<file path="src/rtl/dac_frame_scheduler.sv">
// Paced buffer between ADC_SPI_In and DAC_SPI_Out: queues ADC samples and emits one DAC frame per interval tick.
// Build option: define RAMP_TEST_EN to send a ramp test pattern instead of FIFO samples.
module dac_frame_scheduler #(
    parameter int unsigned SEND_INTERVAL   = 3624,
    parameter int unsigned FIFO_DEPTH_LOG2 = 2,
    parameter logic [7:0]  CHANNEL_CMD     = 8'b00110001,
    parameter logic [15:0] RAMP_STEP       = 16'd64
) (
    input  logic                     clock,
    input  logic                     reset,
    input  logic [15:0]              adc_data,
    input  logic                     adc_data_received,
    input  logic                     dac_busy,
    output logic [23:0]              dac_data,
    output logic                     send,
    output logic [FIFO_DEPTH_LOG2:0] fifo_level,
    output logic                     overflow,
    output logic [15:0]              underrun_count
);
    localparam int DATA_W  = 16;
    localparam int FRAME_W = 24;
    localparam int ADDR_W  = FIFO_DEPTH_LOG2;
    localparam int PTR_W   = FIFO_DEPTH_LOG2 + 1;
    localparam int CNT_W   = $clog2(SEND_INTERVAL);

    localparam logic [CNT_W-1:0] CNT_LAST        = CNT_W'(SEND_INTERVAL - 1);
    localparam logic [PTR_W-1:0] FIFO_FULL_LEVEL = PTR_W'(1 << FIFO_DEPTH_LOG2);
    localparam logic [3:0]       BUSY_WAIT_LAST  = 4'd14;

    if (SEND_INTERVAL < 8) begin : g_bad_interval
        $error("SEND_INTERVAL must be at least 8");
    end
    if (RAMP_STEP == 16'd0) begin : g_flat_ramp
        $warning("RAMP_STEP is zero: the ramp pattern will be constant");
    end

    typedef enum logic [2:0] {
        IDLE,
        LOAD,
        SEND,
        WAIT_BUSY,
        WAIT_DONE
    } state_t;

    function automatic logic [15:0] sat_inc16(input logic [15:0] value);
        return (value == 16'hFFFF) ? value : value + 16'd1;
    endfunction

    state_t              state_q;
    state_t              state_d;
    logic [CNT_W-1:0]    interval_cnt;
    logic                tick;
    logic [PTR_W-1:0]    wr_ptr;
    logic [PTR_W-1:0]    rd_ptr;
    logic                fifo_empty;
    logic                fifo_full;
    logic                push;
    logic                pop;
    logic                overflow_q;
    logic [15:0]         underrun_q;
    logic                underrun_en;
    logic [3:0]          busy_wait_cnt;
    logic [DATA_W-1:0]   load_sample;
    logic [FRAME_W-1:0]  frame_p2;
    logic                vld_p2;

    // Interval counter, free-running regardless of FSM state
    always_ff @(posedge clock) begin
        if (reset) begin
            interval_cnt <= '0;
        end else if (tick) begin
            interval_cnt <= '0;
        end else begin
            interval_cnt <= interval_cnt + CNT_W'(1);
        end
    end

    assign tick = (interval_cnt == CNT_LAST);

    assign fifo_level = wr_ptr - rd_ptr;
    assign fifo_empty = (wr_ptr == rd_ptr);
    assign fifo_full  = (fifo_level == FIFO_FULL_LEVEL);
    // A push into a full FIFO is accepted when the same cycle pops
    assign push       = adc_data_received && (!fifo_full || pop);

`ifdef RAMP_TEST_EN
    logic [DATA_W-1:0] ramp_q;

    assign pop         = 1'b0;
    assign load_sample = ramp_q;

    always_ff @(posedge clock) begin
        if (reset) begin
            ramp_q <= 16'd1;
        end else if (state_q == LOAD) begin
            ramp_q <= ramp_q + RAMP_STEP;
        end
    end
`else
    logic [DATA_W-1:0] fifo_mem [1 << FIFO_DEPTH_LOG2];

    assign pop         = (state_q == LOAD) && !fifo_empty;
    assign load_sample = fifo_mem[rd_ptr[ADDR_W-1:0]];

    always_ff @(posedge clock) begin
        if (push) begin
            fifo_mem[wr_ptr[ADDR_W-1:0]] <= adc_data;
        end
    end
`endif

    always_ff @(posedge clock) begin
        if (reset) begin
            wr_ptr     <= '0;
            rd_ptr     <= '0;
            overflow_q <= 1'b0;
        end else begin
            if (push) begin
                wr_ptr <= wr_ptr + PTR_W'(1);
            end
            if (pop) begin
                rd_ptr <= rd_ptr + PTR_W'(1);
            end
            if (adc_data_received && fifo_full && !pop) begin
                overflow_q <= 1'b1;
            end
        end
    end

    always_ff @(posedge clock) begin
        if (reset) begin
            state_q <= IDLE;
        end else begin
            state_q <= state_d;
        end
    end

    always_comb begin
        state_d     = state_q;
        underrun_en = 1'b0;
        case (state_q)
            IDLE: begin
                if (tick) begin
`ifdef RAMP_TEST_EN
                    state_d = LOAD;
`else
                    if (!fifo_empty) begin
                        state_d = LOAD;
                    end else begin
                        underrun_en = 1'b1;
                    end
`endif
                end
            end
            LOAD:      state_d = SEND;
            SEND:      state_d = WAIT_BUSY;
            WAIT_BUSY: begin
                if (dac_busy) begin
                    state_d = WAIT_DONE;
                end else if (busy_wait_cnt == BUSY_WAIT_LAST) begin
                    state_d = IDLE;
                end
            end
            WAIT_DONE: begin
                if (!dac_busy) begin
                    state_d = IDLE;
                end
            end
            default:   state_d = IDLE;
        endcase
    end

    // Output stage: frame latched in LOAD, send pulse follows in the SEND cycle
    always_ff @(posedge clock) begin
        if (reset) begin
            frame_p2      <= '0;
            vld_p2        <= 1'b0;
            underrun_q    <= '0;
            busy_wait_cnt <= '0;
        end else begin
            vld_p2 <= (state_q == LOAD);
            if (state_q == LOAD) begin
                frame_p2 <= {CHANNEL_CMD, load_sample};
            end
            if (underrun_en) begin
                underrun_q <= sat_inc16(underrun_q);
            end
            if (state_q == WAIT_BUSY) begin
                busy_wait_cnt <= busy_wait_cnt + 4'd1;
            end else begin
                busy_wait_cnt <= '0;
            end
        end
    end

    assign dac_data       = frame_p2;
    assign send           = vld_p2;
    assign overflow       = overflow_q;
    assign underrun_count = underrun_q;

endmodule

</file>
<file path="config.mk">
export PLATFORM = sky130hd
export DESIGN_NAME = dac_frame_scheduler
export DESIGN_NICKNAME = d
export VERILOG_FILES = /design/src/rtl/dac_frame_scheduler.sv
export SDC_FILE = /design/constraint.sdc
export NUM_CORES = 1
export LEC_CHECK = 0
export ABC_AREA = 1
export BUFFER_PORTS_ARGS = -buffer_cell sky130_fd_sc_hd__buf_2
export CAP_MARGIN = 20
export CORE_MARGIN = 2
export CORE_UTILIZATION = 38
export DETAILED_ROUTE_END_ITERATION = 10
export PLACE_DENSITY = 0.64
export SLEW_MARGIN = 0
export SYNTH_ARGS = -nofsm -noshare
export SYNTH_HDL_FRONTEND = slang
export SYNTH_SLANG_ARGS = --single-unit
</file>
<file path="constraint.sdc">
create_clock -name clock -period 3.4 [get_ports clock]
set_input_delay 0.51 -clock clock [delete_from_list [all_inputs] [get_ports clock]]
set_output_delay 0.51 -clock clock [all_outputs]
set_load 0.005 [all_outputs]
</file>
# Word level (Yosys, flattened, before mapping)
# Memories as Yosys holds them, arrays and structs flattened. A register that Yosys moved wholly into a read port is not among the register bits.
# Index checks and enable logic that the tools add are counted.
# op_classes
addsub,6
eq_ne,13
mux,11
bitwise,2
n_reduce_logical,13
# ops
cell,count
"adder 16 x 1 -> 16 bit, second input constant",1
"equality test 16 bit, second input constant",1
2-to-1 mux 3 bit,5
case mux 3 bit (5 select lines),1
"adder 12 x 1 -> 12 bit, second input constant",1
"equality test 12 bit, second input constant",1
"adder 3 x 1 -> 3 bit, second input constant",2
"equality test 3 x 2 -> 1 bit, second input constant",2
"equality test 3 bit, second input constant",2
"inequality test 2 bit, second input constant",3
2-to-1 mux 1 bit,5
"adder 4 x 1 -> 4 bit, second input constant",1
"equality test 4 bit, second input constant",1
logical AND 1 bit,4
AND reduction 4 bit,1
OR reduction 2 bit,2
"equality test 3 x 1 -> 1 bit, second input constant",1
equality test 3 bit,1
zero test 1 bit,3
zero test 3 bit,1
"inequality test 3 bit, second input constant",1
subtractor 3 bit,1
inverter 1 bit,2
AND reduction 2 bit,1
logical OR 1 bit,1
# totals
reg_bits,60
ram_bits,64
in_bits,20
output_inout_bits,45
wordCells,55
memories,1
# mem_list
name,depth,width,read_ports,rd_clocked_by_memory_dff,wr,line,text
fifo_mem,4,16,1,1,1,100,logic [DATA_W-1:0] fifo_mem [1 << FIFO_DEPTH_LOG2];

# Logic depth before layout (Yosys ltp)
# Gate-level depths: netlist of run 1.
# logic_depth
word_depth,7
depth_mapped,12
depth_no_buf,10

# Worst setup path after synthesis of run 1
# OpenSTA, ideal clock, no wires.
# synth_timing
path_kind,flip-flop to flip-flop
startpoint,register wr_ptr[0]
endpoint,"memory fifo_mem[3][0], enable pin"
setup_ns,0.399
t_arrival_ns,2.184
t_required_ns,3.001
setup_slack_ns,0.817
stages_incl_launch_ff,7
n_path_buf,0
synth_period_minus_slack_ns,2.583
cell_sequence,dfxtp_1 -> inv_1 -> ha_1 -> fa_1 -> nand2_1 -> nand2_1 -> a31oi_1
# synth_between
elab_chain_cells,7
# synth_rtl
item,line,text
from (decl),53,logic [PTR_W-1:0] wr_ptr;
from (signal assigned),119,wr_ptr <= wr_ptr + PTR_W'(1);
subtractor 3 bit,80,assign fifo_level = wr_ptr - rd_ptr;
via fifo_level[2],16,"output logic [FIFO_DEPTH_LOG2:0] fifo_level,"
equality test 3 bit,82,assign fifo_full = (fifo_level == FIFO_FULL_LEVEL);
zero test 1 bit,84,assign push = adc_data_received && (!fifo_full || pop);
logical OR 1 bit,84,
logical AND 1 bit,84,
2-to-1 mux 1 bit,106,if (push) begin
2-to-1 mux 1 bit (implied by the code),107,fifo_mem[wr_ptr[ADDR_W-1:0]] <= adc_data;
to (decl),100,
# The timed path passes the listed nets, and every way through them passes these cells.

# Final worst setup path of run 1
# layout_timing
startpoint,register wr_ptr[0]
endpoint,output fifo_level[2]
# layout_between
elab_chain_cells,1
# layout_rtl
item,line
subtractor 3 bit,80
to (decl),16
# Every way passes these cells.

==> summary.txt, run 1 <==
Synth
  • Yosys cell types: 40
  • Mapped cell area: 0.00543 mm²
  • Seq/Total Area, Yosys: 57.6%
  • Post-synthesis register bit count: 124
  • Synth area leader: edfxtp_1
  • Synthesis Warnings: 0
  • Synth Area per Inst: 9.37 µm²
  • Top-area cell type share of the netlist area: 35.4%
  • Largest cells by area after synthesis: edfxtp_1 35%, dfxtp_1 22%, nor2_1 6.2%
  • Post-Syn Instances: 579

Clock tree
  • PostCTS Resize Cnt: 0
  • Clk root buf: clkbuf_16
  • # hold bufs at CTS: 0
  • H-tree depth: 4
  • Clock-pin slew on the worst setup and hold paths: 0.06 ns
  • Clock sinks: 124
  • CTS Buf Count: 17
  • CTS tree: built
  • Setup repair bufs after CTS: 0
  • Worst skew pair latency: 0.41 ns
  • Max Root-Sink Buffers: 2

Power and ir drop
  • Clock Power Share: 48.7%
  • Design Power: 3.42 mW
  • Switching Fraction: 22.3%
  • Seq pwr share: 47.7%
  • Peak supply drop: 0.000339 V
  • Pint: 2.66 mW
  • Switching Power: 0.764 mW
  • Comb power frac: 3.6%
  • P per Cell Area: 533 mW/mm²
  • P_leak: 2.67 nW

Final layout
  • Area added between synthesis and finish: 18.4%
  • Most common cell after layout, fill and taps aside: nor2_1
  • Layout Nets: 674
  • Final non-filler cell area: 0.00642 mm²
  • Share of cells above drive strength 1: 19.1%
  • Commonest cells after routing, fill and taps aside: 90 x nor2_1, 79 x nand2_1, 64 x edfxtp_1
  • Antenna diode count: 0

Placement
  • Routability cong.: 0.824
  • Post-DP HPWL: 7.60 mm
  • Port Buf Inserts: 59
  • Cell Area, Placed: 0.00587 mm²
  • Place WS: 0.961 ns

Drt
  • Vias per std cell: 4.86
  • Antenna-violating nets left: 0
  • DR iter-0 viols: 305
  • Via count: 4062
  • 1st-pass router iterations: 4
  • WL final: 11.5 mm
  • DRC errors left: 0
  • WL/cell: 13.8 µm

GRT
  • Vias in the first global route: 3984
  • First-pass GRT wire length: 19.0 mm
  • Largest net degree at the start of global routing: 35
  • Initial antenna violation count: 0
  • GRT Total Usage: 16.4%
  • Grt total ovfl: 0

STA
  • Layout Skew: 0.00968 ns
  • Final hold vios: 0
  • Final Worst Setup Slack: 0.932 ns
  • Period minus WS final: 2.47 ns
  • Worst Tran Pin Value: 0.766 ns
  • Fin crit share: 72.6%
  • Final setup fails: 0
  • Final Max Tran Viols: 0
  • Setup TNS: 0 ns
  • Hold_ws: 0.320 ns
  • RSZ-0062 raised after global routing: no
  • Peak Freq: 0.405 GHz
  • Slew headroom: 48.9%

Floorplanning
  • Starting density of the core: 38.9%
  • Die height: 124 µm
  • Die area: 0.0153 mm²
  • I/O pin cnt: 65
  • Core area: 0.0139 mm²
  • Core Rows: 43
  • Die X: 124 µm

Worst setup path
  • Reg2reg setup slack: 0.95 ns
  • Crit-path max FO: 5
  • WP data required: 2.89 ns
  • Crit Path Category: register to output port
  • Setup crit end kind: output port
  • Crit path DAT: 1.96 ns
  • CP Launch Type: register

Outcome
  • Status: finished, final reports clean

Worst hold path
  • Hold Path Class: input pin to register

Job
  • Maxcap violations: 0
[path summary, 6_finish.rpt]
| path | start | to | cells past startpoint |
|---|---|---|---|
| setup / recovery | wr_ptr[0]$_SDFFE_PP0P_ | fifo_level[2] | 7 |
| hold / removal | adc_data[11] | fifo_mem[3][11]$_DFFE_PP_ | 1 |
| setup reg to reg | rd_ptr[1]$_SDFFE_PP0P_ | fifo_mem[0][8]$_DFFE_PP_ | 9 |
| hold reg to reg | interval_cnt[0]$_SDFF_PP0_ | interval_cnt[0]$_SDFF_PP0_ | 1 |
[power by group through the flow]
| stage | Combinational, mW | Clock [mW] | Sequential (mW) |
|---|---|---|---|
| global route | 0.141 | 1.77 | 1.64 |
| detailed placement | 0.125 | 0 | 1.66 |
| CTS | 0.126 | 1.70 | 1.63 |
| global placement | 0.121 | 0 | 1.66 |
| finish | 0.124 | 1.67 | 1.63 |
| floorplan | 0.0742 | 0 | 1.66 |
[cell type report]
type / count / area, µm²
clock buffers: 17 / 425
clock inverters: 15 / 124
fillers: 1321 / 7510
inverters: 72 / 270
multi-input cells: 360 / 1900
flip-flops and latches: 124 / 3120
well taps: 180 / 225
repair buffers: 67 / 355
[flip-flops by register name, indices dropped and copies added (netlist names)]
signal / flops
busy_wait_cnt: 4
underrun_count: 16
rd_ptr: 3
send: 1
wr_ptr: 3
interval_cnt: 12
fifo_mem: 64
overflow: 1
dac_data: 17
state_q: 3
[worst max-delay path, stage by stage, from the launching register on]
cell     delay [ns]
dfxtp_1        0.40
inv_1          0.10
ha_1           0.22
fa_1           0.39
inv_1          0.07
nand2_1        0.05
nand2_1        0.15
buf_2          0.17
[per-layer routing]
layer	wire [µm]	share of wire [%]	vias to the layer above	track usage, %
met5	0	0	-	0
met4	155	1.3	0	5.61
met3	501	4.4	11	5.35
met2	5740	50	96	27.9
met1	5100	44	1904	19.3
li1	-	-	2051	-
[kinds of logic after synthesis]
family	synth area share (%)
AO/OA/AOI/OAI	11.1
XOR/XNOR	0.968
adder cells (fa/ha/maj)	2.91
buffers and inverters	7.82
flip-flops	57.6
other	0.0691
AND/OR/NAND/NOR	19.6
[per-stage QoR]
| stage | instances | util, % |
|---|---|---|
| final | 835 | 46.1 |
| after global routing | 835 | 46.1 |
| after CTS | 835 | 46.1 |
| after detailed placement | 803 | 42.2 |
| after global placement | 803 | 42.2 |
| after floorplan | 583 | - |
[cells in the mapped netlist]
cell type	count
o21ai_1	5
nand4_2	1
o21bai_1	16
o211ai_1	1
nand4_1	13
o21ai_4	1
o21ai_0	49
nor2_4	2
xor2_1	5
nor3_2	2
buf_6	1
xnor2_1	1
nor2_2	4
nor3b_1	3
nor2_8	1
ha_1	11
nand3_1	22
nand2_2	1
dfxtp_1	60
or2_0	1
nor3_1	5
or2_2	1
nand3_4	1
nand2_1	79
nor2_1	90
edfxtp_1	64
fa_1	1
buf_8	1
a31oi_1	1
buf_2	6
a21oi_1	15
inv_2	10
inv_1	62
clkbuf_1	12
conb_1	1
buf_4	7
nand3b_1	3
nand3_2	3
o21a_1	1
o22ai_1	16
Power figures use the tool's default switching activity.
==> run 2, diff against run 1 <==
--- a/config.mk
+++ b/config.mk
@@ -11,7 +11,7 @@
 export CORE_MARGIN = 2
 export CORE_UTILIZATION = 38
 export DETAILED_ROUTE_END_ITERATION = 10
-export PLACE_DENSITY = 0.64
+export PLACE_DENSITY = 0.66
 export SLEW_MARGIN = 0
 export SYNTH_ARGS = -nofsm -noshare
 export SYNTH_HDL_FRONTEND = slang
==> constraint.sdc (replaced) <==
create_clock -name clock -period 2 [get_ports clock]
set_input_delay 0.3 -clock clock [delete_from_list [all_inputs] [get_ports clock]]
set_output_delay 0.3 -clock clock [all_outputs]
set_load 0.005 [all_outputs]
==> run 2 against run 1 <==
  * Sequential cell count did not move
  * Count of clock-buffer cells in the layout increased by 4
  * Hold slack worse by 0.22 ns
  * Power is 71% higher
  * Utilization is 2.0 points higher
  * Critical endpoint unchanged
  * Clock skew decreased by 0.0026 ns
  * Register-to-register slack got worse by 0.91 ns
  * Critical path type unchanged
==> summary.txt, run 2 (synthesis results as in run 1) <==
Floorplanning
  • Core Rows: 43 (unchanged)
  • Die area: 0.0153 mm² (unchanged)
  • Core area: 0.0139 mm² (unchanged)
  • Starting density of the core: 38.9% (unchanged)
  • Die X: 124 µm (unchanged)
  • I/O pin cnt: 65 (unchanged)
  • Die height: 124 µm (unchanged)

STA
  • Final Worst Setup Slack: 0.0221 ns (was 0.932 ns)
  • Final Max Tran Viols: 0 (unchanged)
  • Hold_ws: 0.0956 ns (was 0.320 ns)
  • Slew headroom: 64.9% (was 48.9%)
  • Peak Freq: 0.506 GHz
  • Period minus WS final: 1.98 ns
  • Final hold vios: 0 (unchanged)
  • Final setup fails: 0 (unchanged)
  • Fin crit share: 98.9%
  • Setup TNS: 0 ns (unchanged)
  • Worst Tran Pin Value: 0.525 ns (was 0.766 ns)
  • Layout Skew: 0.00707 ns (was 0.00968 ns)
  • RSZ-0062 raised after global routing: yes (was no)

Drt
  • WL/cell: 13.6 µm (was 13.8 µm)
  • DR iter-0 viols: 262 (was 305)
  • DRC errors left: 0 (unchanged)
  • WL final: 11.6 mm (was 11.5 mm)
  • Vias per std cell: 4.86 (about the same)
  • Via count: 4143 (was 4062)
  • Antenna-violating nets left: 0 (unchanged)
  • 1st-pass router iterations: 4 (unchanged)

Power and ir drop
  • Clock Power Share: 48.0% (was 48.7%)
  • Seq pwr share: 47.4% (was 47.7%)
  • P_leak: 2.77 nW (was 2.67 nW)
  • P per Cell Area: 873 mW/mm² (was 533 mW/mm²)
  • Switching Fraction: 21.7% (was 22.3%)
  • Pint: 4.58 mW (was 2.66 mW)
  • Switching Power: 1.27 mW (was 0.764 mW)
  • Peak supply drop: 0.000664 V (was 0.000339 V)
  • Comb power frac: 4.7% (was 3.6%)

Final layout
  • Share of cells above drive strength 1: 23.2% (was 19.1%)
  • Max reg flops: 64 (unchanged)
  • Area added between synthesis and finish: 23.6% (was 18.4%)
  • Final std cells w/o fill: 853 (was 835)
  • Most common cell after layout, fill and taps aside: nor2_1 (unchanged)
  • Commonest cells after routing, fill and taps aside: 87 x nor2_1, 76 x nand2_1, 64 x edfxtp_1 (was 90 x nor2_1, 79 x nand2_1, 64 x edfxtp_1)
  • Antenna diode count: 0 (unchanged)
  • Final non-filler cell area: 0.00671 mm² (was 0.00642 mm²)
  • Layout Nets: 693 (was 674)

GRT
  • Largest net degree at the start of global routing: 35 (unchanged)
  • GR peak layer: met2 (unchanged)
  • Vias in the first global route: 3988 (was 3984)
  • Grt total ovfl: 0 (unchanged)
  • GRT Total Usage: 16.5% (was 16.4%)
  • Routing usage on met3: 5.40% (was 5.35%)
  • Met2 GRT Util: 27.7% (was 27.9%)
  • Initial antenna violation count: 0 (unchanged)
  • Met1 Resource Use GR: 19.2% (was 19.3%)
  • First-pass GRT wire length: 18.8 mm (was 19.0 mm)

Clock tree
  • Clock sinks: 124 (unchanged)
  • Clock-pin slew on the worst setup and hold paths: 0.06 ns (about the same)
  • # hold bufs at CTS: 0 (unchanged)
  • CTS Buf Count: 17 (unchanged)
  • Clk root buf: clkbuf_16 (unchanged)
  • CTS tree: built (unchanged)
  • H-tree depth: 4 (unchanged)
  • Max Root-Sink Buffers: 2 (unchanged)
  • Worst skew pair latency: 0.42 ns (was 0.41 ns)

Worst setup path
  • Crit Path Category: register to output port (unchanged)
  • Setup crit end kind: output port (unchanged)
  • Reg2reg path depth: 9 (unchanged)
  • Reg2reg setup slack: 0.04 ns (was 0.95 ns)
  • Crit-path max FO: 2 (was 5)
  • Worst r2r src: wr_ptr[0]$_SDFFE_PP0P_ (was rd_ptr[1]$_SDFFE_PP0P_)
  • CP Launch Type: register (unchanged)
  • R2R Path End: fifo_mem[3][10]$_DFFE_PP_ (was fifo_mem[0][8]$_DFFE_PP_)
  • WP data required: 1.70 ns (was 2.89 ns)
  • Crit path DAT: 1.68 ns (was 1.96 ns)

Worst hold path
  • Hold Path Class: input pin to register (unchanged)
  • Hold EP: fifo_mem[0][12]$_DFFE_PP_ (was fifo_mem[3][11]$_DFFE_PP_)
  • Hold path cells: 1 (unchanged)
  • Min-delay src: adc_data[12] (was adc_data[11])

Placement
  • Post-DP HPWL: 7.72 mm (was 7.60 mm)
  • Place WS: -0.152 ns (was 0.961 ns)
  • Routability cong.: 0.843 (was 0.824)
  • Cell Area, Placed: 0.00602 mm² (was 0.00587 mm²)
  • Placed Cells: 814 (was 803)
  • Port Buf Inserts: 59 (unchanged)

Outcome
  • Status: finished, final reports clean (unchanged)

Job
  • Maxcap violations: 0 (unchanged)
[run 2: changes by cell type in the layout (fill, tap and decap cells not counted), sizes merged]
cell / before / now
nor2: 97 / 98
clkinvlp: 3 / 4
inv: 75 / 72
clkinv: 8 / 5
buf: 67 / 85
clkbuf: 17 / 21
[run 2: layout make-up]
cell class	count	area, µm²
clock inverters	10	95.1
multi-input cells	361	1980
fillers	1274	7230
clock buffers	21	450
repair buffers	85	563
flip-flops and latches	124	3130
inverters	72	270
well taps	180	225
[run 2: repair_timing]
action                                  CTS  global route
pin swaps                                 6             4
endpoints found under the setup margin   50            21
cloned                                    0             1
buffers inserted                          4             4
gates resized for setup                   4             2
[run 2: critical path: stages (launching register included)]
cell and delay [ns]:
dfxtp_2 0.33, inv_2 0.05, ha_4 0.15, fa_2 0.35, inv_2 0.07, nand2_2 0.05, nand2_2 0.07, buf_6 0.10
buf_6 0.09
[run 2: stage by stage]
stage,power (mW),util (%)
after CTS,5.91,47.7
after detailed placement,3.08,43.2
after global routing,6.05,48.1
after floorplan,2.97,-
after global placement,3.07,43.2
final,5.86,48.1
[run 2: worst max path at each step]
stage | startpoint | endpoint | slack, ns | cells after the start
6_report | wr_ptr[0]$_SDFFE_PP0P_ | fifo_level[2] | 0.02 | 8
5_1_grt | wr_ptr[0]$_SDFFE_PP0P_ | fifo_level[2] | -0.03 | 7
4_1_cts | wr_ptr[0]$_SDFFE_PP0P_ | fifo_level[2] | -0.06 | 8
3_5_place_dp | wr_ptr[0]$_SDFFE_PP0P_ | fifo_mem[0][6]$_DFFE_PP_ | -0.15 | 8
3_3_place_gp | wr_ptr[0]$_SDFFE_PP0P_ | fifo_mem[0][8]$_DFFE_PP_ | -0.09 | 8
2_1_floorplan | wr_ptr[0]$_SDFFE_PP0P_ | fifo_mem[0][0]$_DFFE_PP_ | 0.001 | 8
[run 2: layer usage]
| layer | vias to the layer above | wire length, µm |
|---|---|---|
| met5 | - | 0 |
| met4 | 0 | 249 |
| met3 | 20 | 554 |
| met2 | 85 | 5690 |
| met1 | 1956 | 5140 |
| li1 | 2082 | - |
[run 2: power by group through the flow]
| stage | Combinational, mW | Clock [mW] | Sequential [mW] |
|---|---|---|---|
| global route | 0.303 | 2.97 | 2.78 |
| floorplan | 0.141 | 0 | 2.82 |
| global placement | 0.242 | 0 | 2.82 |
| CTS | 0.273 | 2.86 | 2.77 |
| finish | 0.273 | 2.81 | 2.77 |
| detailed placement | 0.248 | 0 | 2.83 |
==> run 3, diff against run 2 <==
--- a/config.mk
+++ b/config.mk
@@ -6,7 +6,7 @@
 export NUM_CORES = 1
 export LEC_CHECK = 0
 export ABC_AREA = 1
-export BUFFER_PORTS_ARGS = -buffer_cell sky130_fd_sc_hd__buf_2
+export BUFFER_PORTS_ARGS = -buffer_cell sky130_fd_sc_hd__clkbuf_2
 export CAP_MARGIN = 20
 export CORE_MARGIN = 2
 export CORE_UTILIZATION = 38
==> run 3 against run 2 <==
  * The flow now finishes with violations (negative setup slack)
  * Global-route usage about the same
  * Utilization increased by 0.85 points
  * Combinational power increased by 3%
  * Sequential power about the same
  * Fmax decreased by 2.3%
  * Hold slack improved by 0.0038 ns
  * Final area increased by 1.8%
  * Power increased by 8.1%
  * Count of clock-buffer cells in the layout decreased by 3
  * Critical path depth unchanged
  * Wire length increased by 1.1%
  * Largest power group unchanged
  * Setup slack got worse by 0.047 ns
==> summary.txt, run 3 (synthesis results as in run 1) <==
GRT
  • Initial antenna violation count: 0 (unchanged)
  • Grt total ovfl: 0 (unchanged)
  • Largest net degree at the start of global routing: 35 (unchanged)
  • GRT Total Usage: 16.5% (about the same)
  • First-pass GRT wire length: 18.8 mm (unchanged)
  • Vias in the first global route: 3986 (was 3988)

Drt
  • 1st-pass router iterations: 4 (unchanged)
  • DRC errors left: 0 (unchanged)
  • Antenna-violating nets left: 0 (unchanged)
  • WL/cell: 13.8 µm (was 13.6 µm)
  • Vias per std cell: 4.87 (was 4.86)
  • Via count: 4161 (was 4143)
  • DR iter-0 viols: 269 (was 262)
  • WL final: 11.8 mm (was 11.6 mm)

Worst hold path
  • Hold EP: fifo_mem[2][4]$_DFFE_PP_ (was fifo_mem[0][12]$_DFFE_PP_)
  • Hold Path Class: input pin to register (unchanged)
  • Hold path cells: 1 (unchanged)
  • Min-delay src: adc_data[4] (was adc_data[12])

STA
  • RSZ-0062 raised after global routing: yes (unchanged)
  • Fin crit share: 101% (was 98.9%)
  • Final Worst Setup Slack: -0.0247 ns (was 0.0221 ns)
  • Slew headroom: 64.4% (was 64.9%)
  • Period minus WS final: 2.02 ns (was 1.98 ns)
  • Final hold vios: 0 (unchanged)
  • Peak Freq: 0.494 GHz (was 0.506 GHz)
  • Hold_ws: 0.0994 ns (was 0.0956 ns)
  • Worst Tran Pin Value: 0.534 ns (was 0.525 ns)
  • Final Max Tran Viols: 0 (unchanged)
  • Layout Skew: 0.0101 ns (was 0.00707 ns)
  • Final setup fails: 1 (was 0)

Floorplanning
  • Starting density of the core: 38.9% (unchanged)
  • Die X: 124 µm (unchanged)
  • Core Rows: 43 (unchanged)
  • Core area: 0.0139 mm² (unchanged)
  • Die area: 0.0153 mm² (unchanged)
  • Die height: 124 µm (unchanged)
  • I/O pin cnt: 65 (unchanged)

Power and ir drop
  • Peak supply drop: 0.000650 V (was 0.000664 V)
  • P per Cell Area: 927 mW/mm² (was 873 mW/mm²)
  • P_leak: 2.80 nW (was 2.77 nW)
  • Design Power: 6.33 mW (was 5.86 mW)

Worst setup path
  • R2R Path End: fifo_mem[3][10]$_DFFE_PP_ (unchanged)
  • CP Launch Type: register (unchanged)
  • Reg2reg setup slack: 0.03 ns (was 0.04 ns)
  • Setup crit end kind: output port (unchanged)
  • Reg2reg path depth: 9 (unchanged)
  • Worst r2r src: wr_ptr[0]$_SDFFE_PP0P_ (unchanged)
  • Crit path DAT: 1.72 ns (was 1.68 ns)
  • Crit Path Category: register to output port (unchanged)
  • Crit-path max FO: 3 (was 2)
  • WP data required: 1.70 ns (about the same)

Clock tree
  • CTS tree: built (unchanged)
  • Worst skew pair latency: 0.42 ns (about the same)
  • Max Root-Sink Buffers: 2 (unchanged)
  • Clock-pin slew on the worst setup and hold paths: 0.06 ns (about the same)
  • H-tree depth: 4 (unchanged)
  • Clk root buf: clkbuf_16 (unchanged)
  • Clock sinks: 124 (unchanged)
  • CTS Buf Count: 17 (unchanged)

Final layout
  • Layout Nets: 694 (was 693)
  • Most common cell after layout, fill and taps aside: nor2_1 (unchanged)
  • Antenna diode count: 0 (unchanged)
  • Area added between synthesis and finish: 25.8% (was 23.6%)
  • Commonest cells after routing, fill and taps aside: 87 x nor2_1, 75 x nand2_1, 64 x edfxtp_1 (was 87 x nor2_1, 76 x nand2_1, 64 x edfxtp_1)
  • Fillers: 1290 (was 1274)
  • Share of cells above drive strength 1: 24.0% (was 23.2%)
  • Max reg flops: 64 (unchanged)

Outcome
  • Status: finished with violations (was finished, final reports clean)
  • Failing checks: negative setup slack

Placement
  • Port Buf Inserts: 59 (unchanged)
  • Post-DP HPWL: 7.82 mm (was 7.72 mm)
  • Routability cong.: 0.837 (was 0.843)

Job
  • Maxcap violations: 0 (unchanged)
## run 3: layout make-up
class                      instances  area (µm²)  area share, %
timing repair buffer              86         583           8.54
clock inverter                    14         208           3.04
multi-input combinational        361        1990           29.1
inverter                          72         270           3.96
tap                              180         225           3.30
sequential                       124        3130           45.8
clock buffer                      18         429           6.29
## run 3: worst max-delay path, stage by stage, from the launching register on
cell,delay (ns)
dfxtp_2,0.33
inv_2,0.05
ha_4,0.15
fa_2,0.38
inv_2,0.07
nand2_2,0.06
nand2_4,0.08
buf_6,0.10
buf_6,0.09
## run 3: layer usage
layer,share of wire (%),wire length (µm),vias to the layer above,track usage [%]
li1,-,-,2091,-
met1,44,5130,1983,19.3
met2,51,5950,83,27.9
met3,5.5,649,4,4.84
met4,0.36,42,0,7.81
met5,0,0,-,0
## run 3: timing repair
item	in CTS	in global routing
resized for setup	6	3
endpoints found under the setup margin	50	3
setup buffers	4	5
hold buffers	0	0
gates cloned	0	1
pin swaps	4	6
## run 3: how the worst max path moves through the flow
stage,start,end,slack [ns]
after global routing,wr_ptr[0]$_SDFFE_PP0P_,fifo_level[2],-0.1
after global placement,wr_ptr[0]$_SDFFE_PP0P_,fifo_mem[0][8]$_DFFE_PP_,-0.09
after detailed placement,wr_ptr[0]$_SDFFE_PP0P_,fifo_mem[0][6]$_DFFE_PP_,-0.18
final,wr_ptr[0]$_SDFFE_PP0P_,fifo_level[2],-0.02
after floorplan,wr_ptr[0]$_SDFFE_PP0P_,fifo_mem[0][0]$_DFFE_PP_,0.001
after CTS,wr_ptr[0]$_SDFFE_PP0P_,fifo_level[2],-0.06
## run 3: through the flow
step / utilization (%) / setup slack, ns / cell area [µm²] / std cells / setup TNS [ns]
6_report: 49.0 / -0.0247 / 6830 / 855 / -0.0247
5_1_grt: 49.0 / -0.0997 / 6830 / 855 / -0.623
4_1_cts: 48.5 / -0.0589 / 6760 / 849 / -0.0589
3_5_place_dp: 43.3 / -0.183 / 6040 / 814 / -7.26
3_3_place_gp: 43.3 / -0.0878 / 6040 / 814 / -3.17
2_1_floorplan: - / 0.00101 / 5500 / 583 / 0
## run 3: power breakdown
part           internal (mW)  leakage [nW]  total, mW  switching [mW]
registers               2.75          1.07       2.77          0.0193
logic                  0.110          1.42      0.282           0.172
clock network           2.11         0.310       3.28            1.16
total                   4.98          2.80       6.33            1.36
